===== src/rtl/decode_sequencer.sv =====
// Decode-stage sequencer: immediate-word squashing, load-use bubble and interrupt entry.
// Latency: outputs are combinational from registered sequence state plus current inputs.
// Backpressure: stall_pc/hold_fd freeze fetch; an immediate fetch bubble simply holds IMM.
module decode_sequencer #(
    parameter logic [15:0] IMM_MASK     = 16'h0000,
    parameter logic [15:0] RS_MASK      = 16'hFFFF,
    parameter logic [15:0] RT_MASK      = 16'hFFFF,
    parameter int unsigned DRAIN_CYCLES = 2
) (
    input  logic        clk,
    input  logic        reset,
    input  logic [15:0] instruction,
    input  logic        instr_valid,
    input  logic        ex_memr,
    input  logic        ex_regwrite,
    input  logic [2:0]  ex_dest,
    input  logic        int_req,
    output logic        force_nop,
    output logic        imm_phase,
    output logic        stall_pc,
    output logic        hold_fd,
    output logic        int_taken,
    output logic        push_pc,
    output logic        load_vec,
    output logic        int_ack
);

    typedef enum logic [2:0] {
        RUN       = 3'd0,
        IMM       = 3'd1,
        INT_DRAIN = 3'd2,
        INT_PUSH  = 3'd3,
        INT_VEC   = 3'd4
    } seqState_t;

    typedef struct packed {
        logic forceNop;
        logic immPhase;
        logic stallPc;
        logic holdFd;
        logic intTaken;
        logic pushPc;
        logic loadVec;
        logic intAck;
    } seqCtrl_t;

    localparam logic [3:0] DRAIN_LOAD = 4'(DRAIN_CYCLES - 1);

    seqState_t  state;
    seqState_t  nextState;
    logic       pending;
    logic       pendingNext;
    logic [3:0] drainCnt;
    logic [3:0] drainCntNext;
    seqCtrl_t   ctrl;
    seqCtrl_t   ctrlGated;

    logic [3:0] opcode;
    logic [2:0] rsrc1;
    logic [2:0] rsrc2;
    logic       loadUse;
    logic       twoWord;

    assign opcode = instruction[15:12];
    assign rsrc1  = instruction[11:9];
    assign rsrc2  = instruction[8:6];

    assign loadUse = instr_valid & ex_memr & ex_regwrite &
                     ((RS_MASK[opcode] & (ex_dest == rsrc1)) |
                      (RT_MASK[opcode] & (ex_dest == rsrc2)));
    assign twoWord = instr_valid & IMM_MASK[opcode];

    always_ff @(posedge clk) begin
        if (!reset) begin
            state    <= RUN;
            pending  <= 1'b0;
            drainCnt <= 4'd0;
        end else begin
            state    <= nextState;
            pending  <= pendingNext;
            drainCnt <= drainCntNext;
        end
    end

    always_comb begin
        nextState    = state;
        drainCntNext = drainCnt;
        ctrl         = '0;
        // Requests during the sequence fold into the one being serviced.
        pendingNext  = (state == INT_VEC) ? 1'b0 : (pending | int_req);

        case (state)
            RUN: begin
                if (pending) begin
                    ctrl.intTaken = 1'b1;
                    ctrl.forceNop = 1'b1;
                    ctrl.stallPc  = 1'b1;
                    nextState     = INT_DRAIN;
                    drainCntNext  = DRAIN_LOAD;
                end else if (loadUse) begin
                    ctrl.forceNop = 1'b1;
                    ctrl.stallPc  = 1'b1;
                    ctrl.holdFd   = 1'b1;
                end else if (twoWord) begin
                    nextState = IMM;
                end
            end
            IMM: begin
                ctrl.immPhase = 1'b1;
                ctrl.forceNop = 1'b1;
                if (instr_valid) begin
                    nextState = RUN;
                end
            end
            INT_DRAIN: begin
                ctrl.forceNop = 1'b1;
                ctrl.stallPc  = 1'b1;
                if (drainCnt == 4'd0) begin
                    nextState = INT_PUSH;
                end else begin
                    drainCntNext = drainCnt - 4'd1;
                end
            end
            INT_PUSH: begin
                ctrl.pushPc   = 1'b1;
                ctrl.forceNop = 1'b1;
                ctrl.stallPc  = 1'b1;
                nextState     = INT_VEC;
            end
            INT_VEC: begin
                ctrl.loadVec  = 1'b1;
                ctrl.intAck   = 1'b1;
                ctrl.forceNop = 1'b1;
                nextState     = RUN;
            end
            default: begin
                nextState = RUN;
            end
        endcase
    end

    // Quiet all controls while reset is low so a reset landing mid-sequence emits no partial push/vector pulse.
    assign ctrlGated = reset ? ctrl : '0;

    assign force_nop = ctrlGated.forceNop;
    assign imm_phase = ctrlGated.immPhase;
    assign stall_pc  = ctrlGated.stallPc;
    assign hold_fd   = ctrlGated.holdFd;
    assign int_taken = ctrlGated.intTaken;
    assign push_pc   = ctrlGated.pushPc;
    assign load_vec  = ctrlGated.loadVec;
    assign int_ack   = ctrlGated.intAck;

endmodule


===== config.mk =====
export PLATFORM = sky130hd
export DESIGN_NAME = decode_sequencer
export DESIGN_NICKNAME = d
export VERILOG_FILES = /design/src/rtl/decode_sequencer.sv
export SDC_FILE = /design/constraint.sdc
export NUM_CORES = 1
export LEC_CHECK = 0
export BUFFER_PORTS_ARGS = -buffer_cell sky130_fd_sc_hd__buf_2
export CAP_MARGIN = 10
export CORE_MARGIN = 4
export CORE_UTILIZATION = 41
export CTS_BUF_LIST = sky130_fd_sc_hd__clkbuf_16
export CTS_CLUSTER_SIZE = 14
export DETAILED_ROUTE_END_ITERATION = 12
export PLACE_DENSITY = 0.79
export SLEW_MARGIN = 20
export SYNTH_ARGS = -nofsm -noshare
export SYNTH_HDL_FRONTEND = slang
export SYNTH_SLANG_ARGS = --single-unit

===== constraint.sdc =====
create_clock -name clk -period 1.4 [get_ports clk]
set_input_delay 0.14 -clock clk [delete_from_list [all_inputs] [get_ports clk]]
set_output_delay 0.14 -clock clk [all_outputs]
set_load 0.01 [all_outputs]

# [Word-level counts from Yosys, hierarchy flattened]
# Memory sizes are Yosys's and may differ from the RTL's.
# Index checks and enable logic that the tools add are counted.
[op_classes] n_bitwise=9 n_div=0 eq_ne=12 n_reduce_logical=8 multipliers=0 shift=0 add_sub_neg=1 muxes=24 magnitude_cmp=1
[op_table] cell="3-bit 2-to-1 mux" n=5
[op_table] cell="3-bit one-hot mux with 4 select lines" n=1
[op_table] cell="1-bit 2-to-1 mux" n=9
[op_table] cell="4-bit 2-to-1 mux" n=2
[op_table] cell="8-bit 2-to-1 mux" n=1
[op_table] cell="2-bit inequality test (second input constant)" n=4
[op_table] cell="4-bit one-hot mux with 2 select lines" n=1
[op_table] cell="1-bit AND" n=6
[op_table] cell="3-bit by 2-bit == test with 1-bit output (second input constant)" n=2
[op_table] cell="3-bit == test" n=2
[op_table] cell="2-bit 2-to-1 mux" n=3
[op_table] cell="3-bit inequality test (second input constant)" n=2
[op_table] cell="4-bit by 5-bit < comparator with 1-bit output (second input constant)" n=1
[op_table] cell="4-bit zero test" n=1
[op_table] cell="1-bit one-hot mux with 2 select lines" n=2
[op_table] cell="4-bit AND reduction" n=1
[op_table] cell="2-bit OR reduction" n=2
[op_table] cell="4-bit OR reduction" n=1
[op_table] cell="4-bit by 1-bit subtractor with 4-bit output (second input constant)" n=1
[op_table] cell="3-bit by 1-bit == test with 1-bit output (second input constant)" n=1
[op_table] cell="3-bit == test (second input constant)" n=1
[op_table] cell="3-bit zero test" n=1
[op_table] cell="3-bit AND reduction" n=1
[op_table] cell="1-bit OR" n=2
[op_table] cell="other kinds (2)" n=2
[totals] romBits=32 memories=2 register_bits=8 latchBits=0 input_bits=25 word_cells=60 ram_bits=0
[memory_table] name="(no name shown)" words=16 width=1 rd=1 rd_ports_with_merged_regs=0 wr=0 line_no="71" text="assign twoWord = instr_valid & IMM_MASK[opcode];"
[memory_table] name="(no name shown)" words=16 width=1 rd=1 rd_ports_with_merged_regs=0 wr=0 line_no="70" text="(RT_MASK[opcode] & (ex_dest == rsrc2)));"

# [Longest topological paths before layout]
# Gate-level depths: netlist of run 1.
[depth] depth_word=9 ltp_mapped=6

# [Worst setup path after synthesis of run 1]
# Ideal clock, no wire load.
[synth_path] path_type="register to output" from="reg state[1]" to="out load_vec" path_slack_ps=-11 arrival_ps=1271 path_buffers=2 required_time_ps=1260 path_stages_with_launch=4 cell_sequence="dfxtp_1 buf_2 nor4b_1 buf_4"
[synth_between] elab_chain_len=3
[synth_rtl] element="from (decl)" line_no="49" text="seqState_t state;"
[synth_rtl] element="from (signal assigned)" line_no="79" text="state <= nextState;"
[synth_rtl] element="3-bit == test" line_no="92" text="case (state)"
[synth_rtl] element="2-bit 2-to-1 mux" line_no="92"
[synth_rtl] element="8-bit 2-to-1 mux" line_no="143" text="assign ctrlGated = reset ? ctrl : '0;"
[synth_rtl] element="to (decl)" line_no="24" text="output logic load_vec,"
# No other way between the ends.

# [Worst setup path in the final report of run 1]
[layout_path] from="reg state[2]" to="out stall_pc"
[layout_between] elab_chain_len=4
[layout_rtl] element="3-bit by 2-bit == test with 1-bit output" line_no="92"
[layout_rtl] element="2-bit OR reduction (no line)"
[layout_rtl] element="1-bit one-hot mux with 2 select lines *" line_no="92"
[layout_rtl] element="8-bit 2-to-1 mux *" line_no="143"
[layout_rtl] element="to (decl)" line_no="20" text="output logic stall_pc,"
# Mark *: on every way between the ends. The rest lies on a longest branch, timed or not.

==> results.sh, run 1 <==
export IMPL_grt_overflow=0
export IMPL_wl_per_cell_um=13.57
export IMPL_endpoint_kind="output pin"
export IMPL_ctsHoldBuffers=0
export IMPL_p_leak_nw=0.3771
export IMPL_slew_violations=0
export IMPL_synth_top_cell_by_area="dfxtp_1"
export IMPL_grt_total_usage_pct=14.76
export IMPL_grt_pass1_vias=511
export IMPL_yosysMostFrequentCell="nor2_1"
export IMPL_antenna_left=0
export IMPL_final_nets=124
export IMPL_crit_start="state[2]"
export IMPL_hold_path_class="input pin to flop"
export IMPL_ys_ff_latch=8
export IMPL_syn_instance_count=70
export IMPL_clock_power_share_pct=44.9
export IMPL_numCtsBuffers=3
export IMPL_maxCapViolations=0
export IMPL_die_y_um=45.06
export IMPL_timing_fmax_mhz=747.9
export IMPL_cp_max_fo=7
export IMPL_pwr_share_comb_pct=26.1
export IMPL_via_per_inst=5.082
export IMPL_cts_tree="yes"
export IMPL_via_count=559
export IMPL_rows=13
export IMPL_synth_edf_count=0
export IMPL_drt_iter0_markers=2
export IMPL_core_um2=1301
export IMPL_grt_first_pass_wirelength_um=2139
export IMPL_clk_pin_slew_worst_paths_ns=0.04
export IMPL_async_flop_share_pct=0
export IMPL_drc=0
export IMPL_ctsRootBufferMaster="clkbuf_16"
export IMPL_gp_congestion=0.7066
export IMPL_grt_start_max_net_pins=9
export IMPL_placed_cell_area_um2=681.9
export IMPL_final_area_um2=808.3
export IMPL_p_sw_share_pct=27.00
export IMPL_yosys_warnings=0
export IMPL_io_buffers=22
export IMPL_initial_utilization_pct=43.27
export IMPL_synth_ff_type="dfxtp_1"
export IMPL_fin_crit_ns=1.337
export IMPL_worst_slew_pin_slew_ns=0.2829
export IMPL_status="complete, no violations"
export IMPL_antenna_found_initial=0
export IMPL_chipWidth_um=45.06
export IMPL_io_pins=33
export IMPL_die_area_um2=2030
export IMPL_dp_cells=105
export IMPL_wl_um=1493
export IMPL_hp_start="int_req"
export IMPL_ys_types=29
export IMPL_pwr_share_seq_pct=28.9
export IMPL_cp_start_kind="flop"
export IMPL_final_cells=110
export IMPL_ys_seq_area_share_pct=28.44
export IMPL_finalSetupViolations=0
export IMPL_worst_skew_pair_late_latency_ns=0.23
export IMPL_r2r_start="drainCnt[0]"
export IMPL_drt_pre_antenna_iters=4
export IMPL_syn_avg_cell_area_um2=8.043
export IMPL_internal_power_uw=771.0
export IMPL_p_sw_uw=285.2
export IMPL_arrival_ns=1.20
export IMPL_cp_required_ns=1.26
export IMPL_fin_crit_sh_pct=95.51
export IMPL_synth_fp_nets=97
export IMPL_layout_drive_gt1_share_pct=44.21
export IMPL_p_per_area_nw_per_um2=1307
export IMPL_ctsLongestPathBuffers=2
export IMPL_synth_commonest_cells="nor2_1 (13), dfxtp_1 (8), xor2_1 (8), nand2_1 (5)"
export IMPL_hpwl_um=970.2
export IMPL_crit_type="flop to output pin"
export IMPL_max_slew_margin_pct=81.11
export IMPL_ir_drop_uv=811.1
export IMPL_antenna_diode_count=0
export IMPL_fin_worst_skew_ns=0.003772
export IMPL_cts_htree_levels=1
export IMPL_netlist_area_um2=563.0
export IMPL_hold_viol=0
export IMPL_synthTopCellsByArea="dfxtp_1 (28%), xor2_1 (12%), nor2_1 (8.7%)"
export IMPL_yosysTopAreaCellShare_pct=28.44
export IMPL_cts_sinks=8
export IMPL_reg2reg_slack_ns=0.11
export IMPL_synthToLayoutAreaGrowth_pct=43.56
[timing repair]
item / in CTS / in global routing
gates resized for setup: 2 / 8
setup buffers: 0 / 2
pin swaps: 1 / 3
endpoints found under the setup margin: 3 / 5
[power groups by stage]
stage / sequential [mW] / clock [mW] / combinational [mW]
after floorplan: 0.286 / 0 / 0.200
after global placement: 0.303 / 0 / 0.240
after detailed placement: 0.305 / 0 / 0.245
after CTS: 0.303 / 0.479 / 0.251
after global routing: 0.313 / 0.495 / 0.305
final: 0.306 / 0.474 / 0.276
[per-stage QoR]
step | hold slack [ns] | power [mW] | worst slack [ns] | TNS, ns | utilization, %
6_report | 0.1870 | 1.056 | 0.06287 | 0 | 62.12
5_1_grt | 0.2396 | 1.113 | -0.03650 | -0.03902 | 62.12
4_1_cts | 0.1845 | 1.033 | 0.02173 | 0 | 58.37
3_5_place_dp | 0.4196 | 0.5499 | 0.09692 | 0 | 52.40
3_3_place_gp | 0.4200 | 0.5430 | 0.1069 | 0 | 52.40
2_1_floorplan | 0.2784 | 0.4859 | 0.1814 | 0 | -
[worst paths after layout]
check                              endpoint  cells past startpoint
worst max-delay path               stall_pc                      4
worst min-delay path                pending                      3
worst max register to register  drainCnt[1]                      6
worst min register to register      pending                      1
[placed cells by master (no fill, tap or decap), types with 2 or more instances in the layout]
cell type  Yosys  routed
nand2_1        5       5
a21oi_1        3       3
dfxtp_4        0       2
nor3_1         4       3
o21ai_0        2       2
nor2_1        13      13
clkbuf_16      0       3
nand4_1        2       2
inv_1          4       4
buf_2          1      22
buf_4          1       3
dfxtp_1        8       5
xor2_1         8       8
[layout make-up]
| class | count | area [um^2] |
|---|---|---|
| Timing Repair Buffer | 25 | 132.6 |
| Inverter | 5 | 18.77 |
| Tap cell | 15 | 18.77 |
| Multi-Input combinational cell | 54 | 394.1 |
| Sequential cell | 8 | 168.9 |
| Fill cell | 127 | 493.0 |
| Clock buffer | 3 | 75.07 |
[metal layers]
metal | global-route usage, % | up-vias | part of all wire [%]
met4 | 5.263 | 0 | 0.94
met5 | 0 | - | 0
met3 | 5.179 | 2 | 4.4
met2 | 25.14 | 14 | 55
li1 | - | 290 | -
met1 | 16.87 | 253 | 40
[registers in the layout, indices dropped and copies added (netlist names)]
name	cells
drainCnt	4
state	3
pending	1
[worst max-delay path, stage by stage, from the launching register on]
cell	delay, ns
dfxtp_2	0.36
nor2_4	0.18
o2111ai_2	0.18
o21ai_1	0.11
buf_2	0.14
[cells by family after synthesis]
family          after synthesis  synth area share [%]
simple gates                 34                 35.34
compound gates                9                 9.999
xor+xnor                      8                 12.44
buf+inv                       8                 7.554
flops                         8                 28.44
fa+ha+maj                     2                 4.444
mux                           1                 1.778
Note: power is estimated with default switching activity, not from simulation.
==> run 2, diff against run 1 <==
Settings changed: CORE_MARGIN 4 to 2.
==> run 2 against run 1 <==
  * The run now ends with setup timing left
  * Hold slack got worse by 0.012 ns
  * Cell area increased by 5.9%
  * Sequential power decreased by 2%
  * Highest routed layer unchanged
==> results.sh, run 2 (synthesis gave the netlist of run 1 again) <==
export IMPL_wl_um=1509
export IMPL_reg_top3="drainCnt: 4 flops, state: 3 flops, pending: 1 flops"
export IMPL_max_slew_margin_pct=75.06
export IMPL_initial_utilization_pct=43.82
export IMPL_die_area_um2=1686
export IMPL_timing_fmax_mhz=709.0
export IMPL_antenna_diode_count=0
export IMPL_chipWidth_um=41.06
export IMPL_antenna_left=0
export IMPL_mostFrequentLayoutCells="buf_2 (22), nor2_1 (12), xor2_1 (8)"
export IMPL_fin_worst_skew_ns=0.002793
export IMPL_ir_drop_uv=878.7
export IMPL_slew_violations=0
export IMPL_rows=13
export IMPL_via_count=588
export IMPL_multi_input_area_um2=414.1
export IMPL_ctsLongestPathBuffers=2
export IMPL_drc=0
export IMPL_cp_start_kind="flop"
export IMPL_final_area_um2=855.8
export IMPL_wl_per_cell_um=13.47
export IMPL_numCtsBuffers=3
export IMPL_grt_pass1_vias=431
export IMPL_grt_start_max_net_pins=10
export IMPL_fin_crit_ns=1.411
export IMPL_antenna_found_initial=0
export IMPL_cts_tree="yes"
export IMPL_worst_slew_pin_slew_ns=0.3712
export IMPL_final_cells=112
export IMPL_largest_reg_flops=4
export IMPL_arrival_ns=1.27
export IMPL_grt_total_usage_pct=16.24
export IMPL_p_per_area_nw_per_um2=1268
export IMPL_layout_drive_gt1_share_pct=44.33
export IMPL_regMostFlops="drainCnt"
export IMPL_final_common_cell="buf_2"
export IMPL_io_pins=33
export IMPL_regArea_um2=168.9
export IMPL_p_leak_nw=0.3946
export IMPL_final_util_pct=66.60
export IMPL_maxCapViolations=0
export IMPL_grt_overflow=0
export IMPL_worst_skew_pair_late_latency_ns=0.23
export IMPL_synthToLayoutAreaGrowth_pct=52.00
export IMPL_status="finished with violations"
export IMPL_gp_congestion=0.7845
export IMPL_endpoint_kind="output pin"
export IMPL_dp_cells=105
export IMPL_io_buffers=22
export IMPL_cp_required_ns=1.26
export IMPL_n_fill_cell=104
export IMPL_ctsRootBufferMaster="clkbuf_16"
export IMPL_clk_pin_slew_worst_paths_ns=0.04
export IMPL_violations="setup timing"
export IMPL_cts_sinks=8
export IMPL_final_nets=126
export IMPL_fin_crit_sh_pct=100.8
export IMPL_die_y_um=41.06
export IMPL_placed_cell_area_um2=681.9
export IMPL_hpwl_um=920.3
export IMPL_setup_tns_ns=-0.01912
export IMPL_grt_first_pass_wirelength_um=1725
export IMPL_core_um2=1285
export IMPL_hold_viol=0
export IMPL_worst_slack_ns=-0.01052
export IMPL_crit_type="flop to output pin"
export IMPL_cts_htree_levels=1
export IMPL_finalSetupViolations=2
export IMPL_via_per_inst=5.250
export IMPL_drt_pre_antenna_iters=4
export IMPL_hold_path_class="input pin to flop"
export IMPL_grt_setup_unrepaired="yes"
export IMPL_drt_iter0_markers=5
export IMPL_cp_max_fo=4
==> run 2: routing by layer <==
metal  share of wire [%]  vias to the layer above  track usage (%)
met2                  54                       27            25.39
met1                  37                      257            19.09
met3                 6.3                        6            4.891
met4                 2.5                        0            10.00
met5                   0                        -                0
li1                    -                      298                -
==> run 2: power breakdown <==
part / leakage (nW) / internal [mW] / switching, mW
clock: 0.0370 / 0.368 / 0.110
combinational: 0.290 / 0.157 / 0.149
sequential: 0.0677 / 0.261 / 0.0400
total: 0.395 / 0.786 / 0.299
==> run 2: layout make-up <==
class / count / share of cell area [%]
clock buffers: 3 / 8.772
repair buffers: 27 / 18.71
inverters: 5 / 2.193
multi-input cells: 54 / 48.39
flip-flops and latches: 8 / 19.74
well taps: 15 / 2.193
==> run 2: final timing paths <==
| path | end | start | slack [ns] | cells after the start |
|---|---|---|---|---|
| min | pending | int_req | 0.18 | 3 |
| min reg2reg | pending | state[2] | 0.52 | 1 |
| max | int_ack | state[1] | -0.01 | 3 |
| max reg2reg | drainCnt[1] | drainCnt[0] | 0.10 | 6 |
==> run 2: worst max-delay path, cell delays in order (launching register included) <==
cell and delay, ns:
dfxtp_4 0.35, buf_4 0.16, nor4b_4 0.33, buf_2 0.19
==> run 2: timing repair <==
item                       CTS  global route
buffers inserted             0             4
gates resized for setup      2            10
setup endpoints to repair    5             7
hold buffers                 0             0
pin swaps                    0             5
==> run 2: stage by stage <==
stage | power, mW | setup slack (ns) | hold slack [ns]
floorplan | 0.4859 | 0.1814 | 0.2784
global placement | 0.5431 | 0.09261 | 0.4106
detailed placement | 0.5498 | 0.03753 | 0.4202
CTS | 1.039 | 0.004419 | 0.1781
global route | 1.142 | -0.03072 | 0.2284
finish | 1.085 | -0.01052 | 0.1755
